$ cat src/rtl/mem_stage_pkg.sv
// Shared definitions for the bittyCore memory stage: op codes, FSM states, op classifiers.
// The misalignment classifier is only consumed when MEM_MISALIGN_CHK_EN is defined.
package mem_stage_pkg;

   typedef enum logic [3:0] {
      MEM_NONE = 4'd0,
      MEM_LB   = 4'd1,
      MEM_LH   = 4'd2,
      MEM_LW   = 4'd3,
      MEM_LBU  = 4'd4,
      MEM_LHU  = 4'd5,
      MEM_SB   = 4'd6,
      MEM_SH   = 4'd7,
      MEM_SW   = 4'd8
   } mem_op_e;

   typedef enum logic [1:0] {
      ST_IDLE = 2'd0,
      ST_REQ  = 2'd1,
      ST_RSP  = 2'd2,
      ST_DONE = 2'd3
   } mem_state_e;

   localparam logic [31:0] ZERO_WORD = 32'h0000_0000;

   function automatic logic is_load(input logic [3:0] op);
      case (op)
         MEM_LB, MEM_LH, MEM_LW, MEM_LBU, MEM_LHU: is_load = 1'b1;
         default:                                  is_load = 1'b0;
      endcase
   endfunction

   function automatic logic is_store(input logic [3:0] op);
      case (op)
         MEM_SB, MEM_SH, MEM_SW: is_store = 1'b1;
         default:                is_store = 1'b0;
      endcase
   endfunction

   function automatic logic is_misaligned(input logic [3:0] op, input logic [1:0] addr);
      case (op)
         MEM_LH, MEM_LHU, MEM_SH: is_misaligned = addr[0];
         MEM_LW, MEM_SW:          is_misaligned = (addr != 2'b00);
         default:                 is_misaligned = 1'b0;
      endcase
   endfunction

endpackage

$ cat src/rtl/mem_stage_align.sv
// mem_align: byte-enable generation, store lane replication and load lane select/extend.
// Purely combinational; half accesses use addr[1] only, word accesses ignore addr[1:0].
module mem_align
   import mem_stage_pkg::*;
(
   input  logic [3:0]  op,
   input  logic [1:0]  addr,
   input  logic [31:0] sdata,
   input  logic [31:0] rdata,
   output logic [3:0]  be,
   output logic [31:0] wdata,
   output logic [31:0] ldata
);

   logic [31:0] byte_lane;
   logic [31:0] half_lane;

   assign byte_lane = rdata >> {addr, 3'b000};
   assign half_lane = rdata >> {addr[1], 4'b0000};

   always_comb begin
      be    = 4'b0000;
      wdata = sdata;
      ldata = ZERO_WORD;
      case (op)
         MEM_SB: begin
            be    = 4'b0001 << addr;
            wdata = {4{sdata[7:0]}};
         end
         MEM_SH: begin
            be    = 4'b0011 << {addr[1], 1'b0};
            wdata = {2{sdata[15:0]}};
         end
         MEM_SW: be = 4'b1111;
         MEM_LB: begin
            be    = 4'b0001 << addr;
            ldata = {{24{byte_lane[7]}}, byte_lane[7:0]};
         end
         MEM_LBU: begin
            be    = 4'b0001 << addr;
            ldata = {24'h00_0000, byte_lane[7:0]};
         end
         MEM_LH: begin
            be    = 4'b0011 << {addr[1], 1'b0};
            ldata = {{16{half_lane[15]}}, half_lane[15:0]};
         end
         MEM_LHU: begin
            be    = 4'b0011 << {addr[1], 1'b0};
            ldata = {16'h0000, half_lane[15:0]};
         end
         MEM_LW: begin
            be    = 4'b1111;
            ldata = rdata;
         end
         default: begin
            be    = 4'b0000;
            ldata = ZERO_WORD;
         end
      endcase
   end

endmodule

$ cat src/rtl/mem_stage.sv
// bittyCore memory-access stage: pass-through for ALU ops, req/gnt/rvalid bus handshake for loads/stores.
// Optional build macro MEM_MISALIGN_CHK_EN adds misalign_exc and suppresses misaligned accesses.
module mem_stage
   import mem_stage_pkg::*;
#(
   parameter int AW = 32,
   parameter int DW = 32
)(
   input  logic          clk,
   input  logic          rst,
   input  logic [4:0]    mem_wd,
   input  logic          mem_wreg,
   input  logic [31:0]   mem_wdata,
   input  logic [3:0]    mem_op,
   input  logic [AW-1:0] mem_addr,
   input  logic [31:0]   mem_sdata,
   output logic [4:0]    wb_wd,
   output logic          wb_wreg,
   output logic [31:0]   wb_wdata,
   output logic          stall_req,
`ifdef MEM_MISALIGN_CHK_EN
   output logic          misalign_exc,
`endif
   output logic          dbus_req,
   output logic          dbus_we,
   output logic [AW-1:0] dbus_addr,
   output logic [3:0]    dbus_be,
   output logic [DW-1:0] dbus_wdata,
   input  logic          dbus_gnt,
   input  logic          dbus_rvalid,
   input  logic [DW-1:0] dbus_rdata
);

   mem_state_e  state;
   logic [31:0] rdata_q;
   logic        ld;
   logic        st;
   logic        mis;
   logic [3:0]  al_be;
   logic [31:0] al_wdata;
   logic [31:0] al_ldata;

   assign ld = is_load(mem_op);
   assign st = is_store(mem_op);
`ifdef MEM_MISALIGN_CHK_EN
   assign mis = is_misaligned(mem_op, mem_addr[1:0]);
`else
   assign mis = 1'b0;
`endif

   mem_align u_align (
      .op    (mem_op),
      .addr  (mem_addr[1:0]),
      .sdata (mem_sdata),
      .rdata (rdata_q),
      .be    (al_be),
      .wdata (al_wdata),
      .ldata (al_ldata)
   );

   // Access sequencer; a response arriving outside RSP never touches rdata_q.
   always_ff @(posedge clk) begin
      if (rst) begin
         state   <= ST_IDLE;
         rdata_q <= ZERO_WORD;
      end else begin
         case (state)
            ST_IDLE: begin
               if ((ld || st) && !mis) begin
                  if (dbus_gnt) state <= st ? ST_DONE : ST_RSP;
                  else          state <= ST_REQ;
               end
            end
            ST_REQ: begin
               if (dbus_gnt) state <= st ? ST_DONE : ST_RSP;
            end
            ST_RSP: begin
               if (dbus_rvalid) begin
                  rdata_q <= dbus_rdata;
                  state   <= ST_DONE;
               end
            end
            ST_DONE: state <= ST_IDLE;
            default: state <= ST_IDLE;
         endcase
      end
   end

   // Writeback, stall and bus drive; everything is held at zero while rst is high.
   always_comb begin
      wb_wd      = 5'd0;
      wb_wreg    = 1'b0;
      wb_wdata   = ZERO_WORD;
      stall_req  = 1'b0;
      dbus_req   = 1'b0;
      dbus_we    = 1'b0;
      dbus_addr  = '0;
      dbus_be    = 4'b0000;
      dbus_wdata = '0;
`ifdef MEM_MISALIGN_CHK_EN
      misalign_exc = 1'b0;
`endif
      if (!rst) begin
         wb_wd    = mem_wd;
         wb_wdata = mem_wdata;
         case (state)
            ST_IDLE: begin
               if (ld || st) begin
                  if (mis) begin
`ifdef MEM_MISALIGN_CHK_EN
                     misalign_exc = 1'b1;
`endif
                  end else begin
                     dbus_req  = 1'b1;
                     stall_req = 1'b1;
                  end
               end else begin
                  wb_wreg = mem_wreg;
               end
            end
            ST_REQ: begin
               dbus_req  = 1'b1;
               stall_req = 1'b1;
            end
            ST_RSP:  stall_req = 1'b1;
            ST_DONE: begin
               wb_wreg  = ld ? mem_wreg : 1'b0;
               wb_wdata = ld ? al_ldata : mem_wdata;
            end
            default: stall_req = 1'b0;
         endcase
         if (dbus_req) begin
            dbus_we    = st;
            dbus_addr  = {mem_addr[AW-1:2], 2'b00};
            dbus_be    = al_be;
            dbus_wdata = al_wdata;
         end else begin
            dbus_we    = 1'b0;
         end
      end else begin
         wb_wd = 5'd0;
      end
   end

endmodule
$ cat config.mk
export PLATFORM = sky130hd
export DESIGN_NAME = mem_stage
export DESIGN_NICKNAME = d
export VERILOG_FILES = /design/src/rtl/mem_stage_pkg.sv /design/src/rtl/mem_stage_align.sv /design/src/rtl/mem_stage.sv
export SDC_FILE = /design/constraint.sdc
export NUM_CORES = 1
export LEC_CHECK = 0
export ABC_AREA = 1
export ABC_CLOCK_PERIOD_IN_PS = 1650
export BUFFER_PORTS_ARGS = -buffer_cell sky130_fd_sc_hd__buf_2
export CAP_MARGIN = 5
export CORE_MARGIN = 5
export CORE_UTILIZATION = 35
export DETAILED_ROUTE_END_ITERATION = 10
export GPL_TIMING_DRIVEN = 0
export PLACE_DENSITY_LB_ADDON = 0.25
export SYNTH_ARGS = -nofsm -noshare
export SYNTH_HDL_FRONTEND = slang
export SYNTH_SLANG_ARGS = --single-unit
$ cat constraint.sdc
create_clock -name clk -period 1.65 [get_ports clk]
set_clock_uncertainty 0.05 [all_clocks]
set_input_delay 0.2475 -clock clk [delete_from_list [all_inputs] [get_ports clk]]
set_output_delay 0.2475 -clock clk [all_outputs]
set_load 0.02 [all_outputs]
Word-level counts from Yosys, hierarchy flattened:

Index checks and enable logic that the tools add are counted.

* register bits: 34
* input bits: 142
* output and inout port bits: 109
* word-level logic and storage cells: 63

* equality and inequality tests: 14
* shift-type cells: 4
* multiplexer cells: 33
* reduce and logical (&&, ||, !) cells: 10

Operator list (count)
* $mux W32: 7
* $pmux W32 S5: 1
* $pmux W32 S2: 1
* $shr A32 B5 Y16: 1
* $shr A32 B5 Y8: 1
* $eq A4 B3 Y1 const B: 4
* $mux W1: 12
* $pmux W4 S3: 1
* $reduce_or A3 Y1: 3
* $eq A4 B2 Y1 const B: 2
* $mux W2: 4
* $mux W4: 2
* $pmux W2 S4: 1
* $ne A2 B2 Y1 const B: 3
* $pmux W1 S2: 3
* $mux W5: 1
* $reduce_or A5 Y1: 1
* $eq A2 B2 Y1 const B: 2
* $eq A4 B1 Y1 const B: 1
* $eq A4 B4 Y1 const B: 1
* $reduce_or A2 Y1: 2
* $shl A1 B2 Y4 const A: 1
* $shl A2 B2 Y4 const A: 1
* $reduce_and A3 Y1: 1
* 4 further kinds: 4

Depth between registers and ports, before layout:

* depth after elaboration: 9
* mapped depth: 12
* mapped depth without buffers: 10

Cells and area by module:

Synthesis repeated with hierarchy kept, for this count alone.

* cells, all modules: 793
* area total of the unflattened synthesis: 3995.1 µm²

By module, submodules not included
* mem_stage: instances 1, cells each 457, area an instance 2506.2 µm², seq. area each 680.7 µm²
* mem_align: instances 1, cells each 336, area an instance 1488.9 µm², seq. area each 0.0 µm²

Worst setup path after synthesis:

No wires, ideal clock.

* path type: register to output
* start: register state[0]
* end: output dbus_addr[12]
* data arrival time: 1.485 ns
* required time: 1.352 ns
* setup slack: -0.132 ns
* stages on the path, launching flop included: 10
* path buffers: 3
* cell sequence: dfxtp_1 -> inv_1 -> ha_1 -> clkbuf_1 -> nand2_2 -> nand2_4 -> nand2_2 -> buf_6 -> buf_6 -> nor2_2

* cells in the longest elaborated chain, start to end: 5
* elaborated cells on any way between the ends: 6
* classes of those cells: eq/ne (1); mux (4); reduce/logical (1)

Ends and longest elaborated chain
* from (decl): RTL line mem_stage.sv:34 `mem_state_e state;`
* from (signal assigned): RTL line mem_stage.sv:70 `if (dbus_gnt) state <= st ? ST_DONE : ST_RSP;`
* from (signal assigned): RTL line mem_stage.sv:75 `if (dbus_gnt) state <= st ? ST_DONE : ST_RSP;`
* $eq A2 B1 Y1 or $logic_not A2 Y1 (tied branches): RTL line mem_stage.sv:106 `case (state)`
* $pmux W1 S2 *: RTL line mem_stage.sv:106
* $mux W1 *: RTL line mem_stage.sv:103 `if (!rst) begin`
* $mux W32 *: RTL line mem_stage.sv:132 `if (dbus_req) begin`
* $mux W32 *: RTL line mem_stage.sv:103
* to (decl): RTL line mem_stage.sv:26 `output logic [AW-1:0] dbus_addr,`

Mark *: on every way between the ends. The rest lies on a longest branch, timed or not. The select of a mux whose other input is x is not followed.

Worst setup path in the final report:

* start: register state[1]
* end: output dbus_addr[29]

The elaborated chain is that of the path after synthesis.

==> impl_metrics.env <==
export IMPL_grt_max_degree=12
export IMPL_dp_hpwl_um=14020
export IMPL_synthCells=794
export IMPL_path_class="reg -> out"
export IMPL_area_growth_pct=99.97
export IMPL_cp_required_ns=1.35
export IMPL_cts_buffers_inserted=5
export IMPL_grt_use_total_pct=24.61
export IMPL_drive_gt1_share_pct=52.66
export IMPL_nets=1257
export IMPL_fp_dieArea_um2=13920
export IMPL_timing_final_crit_share_pct=124.4
export IMPL_die_width_um=118.0
export IMPL_rsz0062_at_grt="yes"
export IMPL_fmax_ghz=0.4871
export IMPL_crit_arrival_ns=1.76
export IMPL_crit_path_max_fanout=6
export IMPL_synth_seq_cells=34
export IMPL_h_tree_depth=2
export IMPL_gp_congestion=0.9305
export IMPL_whs_ns=0.1552
export IMPL_ant_nets=0
export IMPL_drt_initial_drc_count=633
export IMPL_p_leak_nw=4.305
export IMPL_setup_worst_path_end_class="output port"
export IMPL_grt_most_used_layer="met2"
export IMPL_dominantRegCellSynth="dfxtp_1"
export IMPL_critPathLaunchType="flip-flop"
export IMPL_cap_violations=0
export IMPL_io_buffer_count=246
export IMPL_wl_per_cell_um=17.68
export IMPL_core_region_area_um2=11420
export IMPL_cts_clk_slew_worst_paths_ns=0.06
export IMPL_violations="negative setup slack"
export IMPL_powerDensity_nw_per_um2=967.8
export IMPL_cts_buffer_depth=2
export IMPL_outcome="complete, but fails checks"
export IMPL_setup_viol=103
export IMPL_antenna_found_initial=0
export IMPL_viasPerCell=5.140
export IMPL_setup_slack_ns=-0.4031
export IMPL_grt_overflow=0
export IMPL_ios=251
export IMPL_fillers=853
export IMPL_drt_pass1_iterations=5
export IMPL_syn_cell_area_um2=4081
export IMPL_chipHeight_um=118.0
export IMPL_layout_min_cycle_time_ns=2.053
export IMPL_max_vdd_ir_drop_v=0.0008711
export IMPL_ff_latch_area_um2=693.2
export IMPL_initial_core_util_pct=35.74
export IMPL_grt_pass1_vias=5546
export IMPL_grt_met2_usage_pct=45.37
export IMPL_routed_via_count=6446
export IMPL_r2r_slack_ns=-0.04
export IMPL_rows=39
export IMPL_hp_class="in -> reg"
export IMPL_clk_insertion_delay_late_ns=0.28
export IMPL_async_reset_ff_share_pct=0
export IMPL_synth_area_per_cell_um2=5.140
export IMPL_met3_usage_pct=4.517
export IMPL_synth_cell_types=31
export IMPL_grt_util_met1_pct=29.62
export IMPL_grt_pass1_wl_um=28510
export IMPL_hold_viol_final=0
export IMPL_multi_input_area_um2=3705
export IMPL_tritoncts="yes"
export IMPL_final_max_slew_viol_count=0
export IMPL_synth_edf_count=0
export IMPL_ys_warn_count=0
export IMPL_cts_num_sinks=34
export IMPL_antenna_cells=0
export IMPL_yosysSeqAreaShare_pct=16.68
export IMPL_total_power_mw=7.899
export IMPL_drt_total_wl_um=22170
export IMPL_clock_root_buffer="clkbuf_16"
export IMPL_drc_errors=0
[final timing paths]
| check | startpoint | to | cells after the start |
|---|---|---|---|
| setup reg to reg | state[1]$_SDFFE_PP0P_ | state[0]$_SDFFE_PP0P_ | 10 |
| hold reg to reg | rdata_q[15]$_SDFFE_PP0P_ | rdata_q[15]$_SDFFE_PP0P_ | 2 |
| hold / removal | dbus_rdata[10] | rdata_q[10]$_SDFFE_PP0P_ | 3 |
| setup / recovery | state[1]$_SDFFE_PP0P_ | dbus_addr[29] | 9 |
[timing repair]
action,CTS,global route
resized for setup,195,361
pin swaps,11,43
endpoints found under the setup margin,133,127
buffers inserted,21,34
hold endpoints to repair,0,0
hold buffers,0,0
cloned,3,9
[layer usage]
metal  part of all wire [%]  wire length [µm]  up-vias
met5                      0                 0        -
met4                    4.8              1070        0
met3                    7.9              1751       89
met2                     51             11260      356
met1                     36              8084     2954
li1                       -                 -     3047
[sequential cells by signal, indices dropped and copies added, names as in the netlist]
signal and count:
rdata_q 32, state 2
[cell type report]
class,count,share of cell area [%]
inverters,126,6.193
well taps,143,2.192
flip-flops and latches,34,8.493
repair buffers,309,30.80
plain buffers,45,5.074
clock buffers,6,1.702
multi-input cells,589,45.39
clock inverters,2,0.1533
[cells in the mapped netlist (7+ instances only)]
| library cell | instances | area, µm² |
|---|---|---|
| nand2_1 | 208 | 780.8 |
| nor2_4 | 11 | 123.9 |
| o211ai_1 | 9 | 67.56 |
| inv_1 | 120 | 450.4 |
| buf_2 | 13 | 65.06 |
| a21oi_1 | 34 | 170.2 |
| nand3_1 | 33 | 165.2 |
| nor2_2 | 13 | 81.33 |
| o21ai_0 | 51 | 255.2 |
| nor2_1 | 186 | 698.2 |
| a211oi_1 | 7 | 52.55 |
| dfxtp_1 | 34 | 680.7 |
| clkbuf_1 | 25 | 93.84 |
[power breakdown]
part	total [mW]	internal, mW	switching, mW
Combinational	5.65	2.63	3.01
Sequential	1.26	1.01	0.246
Clock	0.990	0.598	0.391
Total	7.90	4.25	3.65
[worst max-delay path, stage by stage (launching register included)]
cell     delay, ns
dfxtp_4       0.38
inv_4         0.10
ha_4          0.17
nand2_4       0.06
nand2_4       0.10
nand2_8       0.10
buf_12        0.17
buf_12        0.14
nor2_4        0.12
buf_6         0.13
[kinds of logic (layout without fill, tap and decap cells)]
logic type	after synthesis	after routing	share of synthesized area [%]
compound gates	105	106	14.59
other cells	1	2	0.09188
fa+ha+maj	5	5	1.533
simple gates	476	476	49.57
buf+inv	173	488	17.54
flops	34	34	16.68
[metrics by stage]
stage	std cells	util [%]	worst slack (ns)	cell area, µm²	TNS (ns)
floorplan	795	-	-0.03099	4324	-0.4991
global placement	1184	50.22	-0.6209	5734	-49.06
detailed placement	1184	50.22	-0.5954	5734	-49.47
CTS	1216	58.97	-0.3983	6734	-32.71
global route	1254	71.48	-0.4378	8162	-36.87
finish	1254	71.48	-0.4031	8162	-32.16
[placed cells by master (no fill, tap or decap), drive strengths merged]
cell / synthesis / final
buf: 22 / 336
nand2: 215 / 215
nor2: 210 / 210
inv: 125 / 126
o21ai: 52 / 52
nand3: 35 / 35
dfxtp: 34 / 34
a21oi: 34 / 34
clkbuf: 25 / 24
o211ai: 9 / 9
a211oi: 7 / 7
or2: 6 / 6
nand4: 6 / 6
ha: 5 / 5
nor3: 4 / 4
o21bai: 1 / 2
conb: 1 / 2
o221ai: 1 / 1
o22ai: 1 / 1
clkinvlp: 0 / 1
clkinv: 1 / 1
Note: power is estimated with default switching activity, not from simulation.
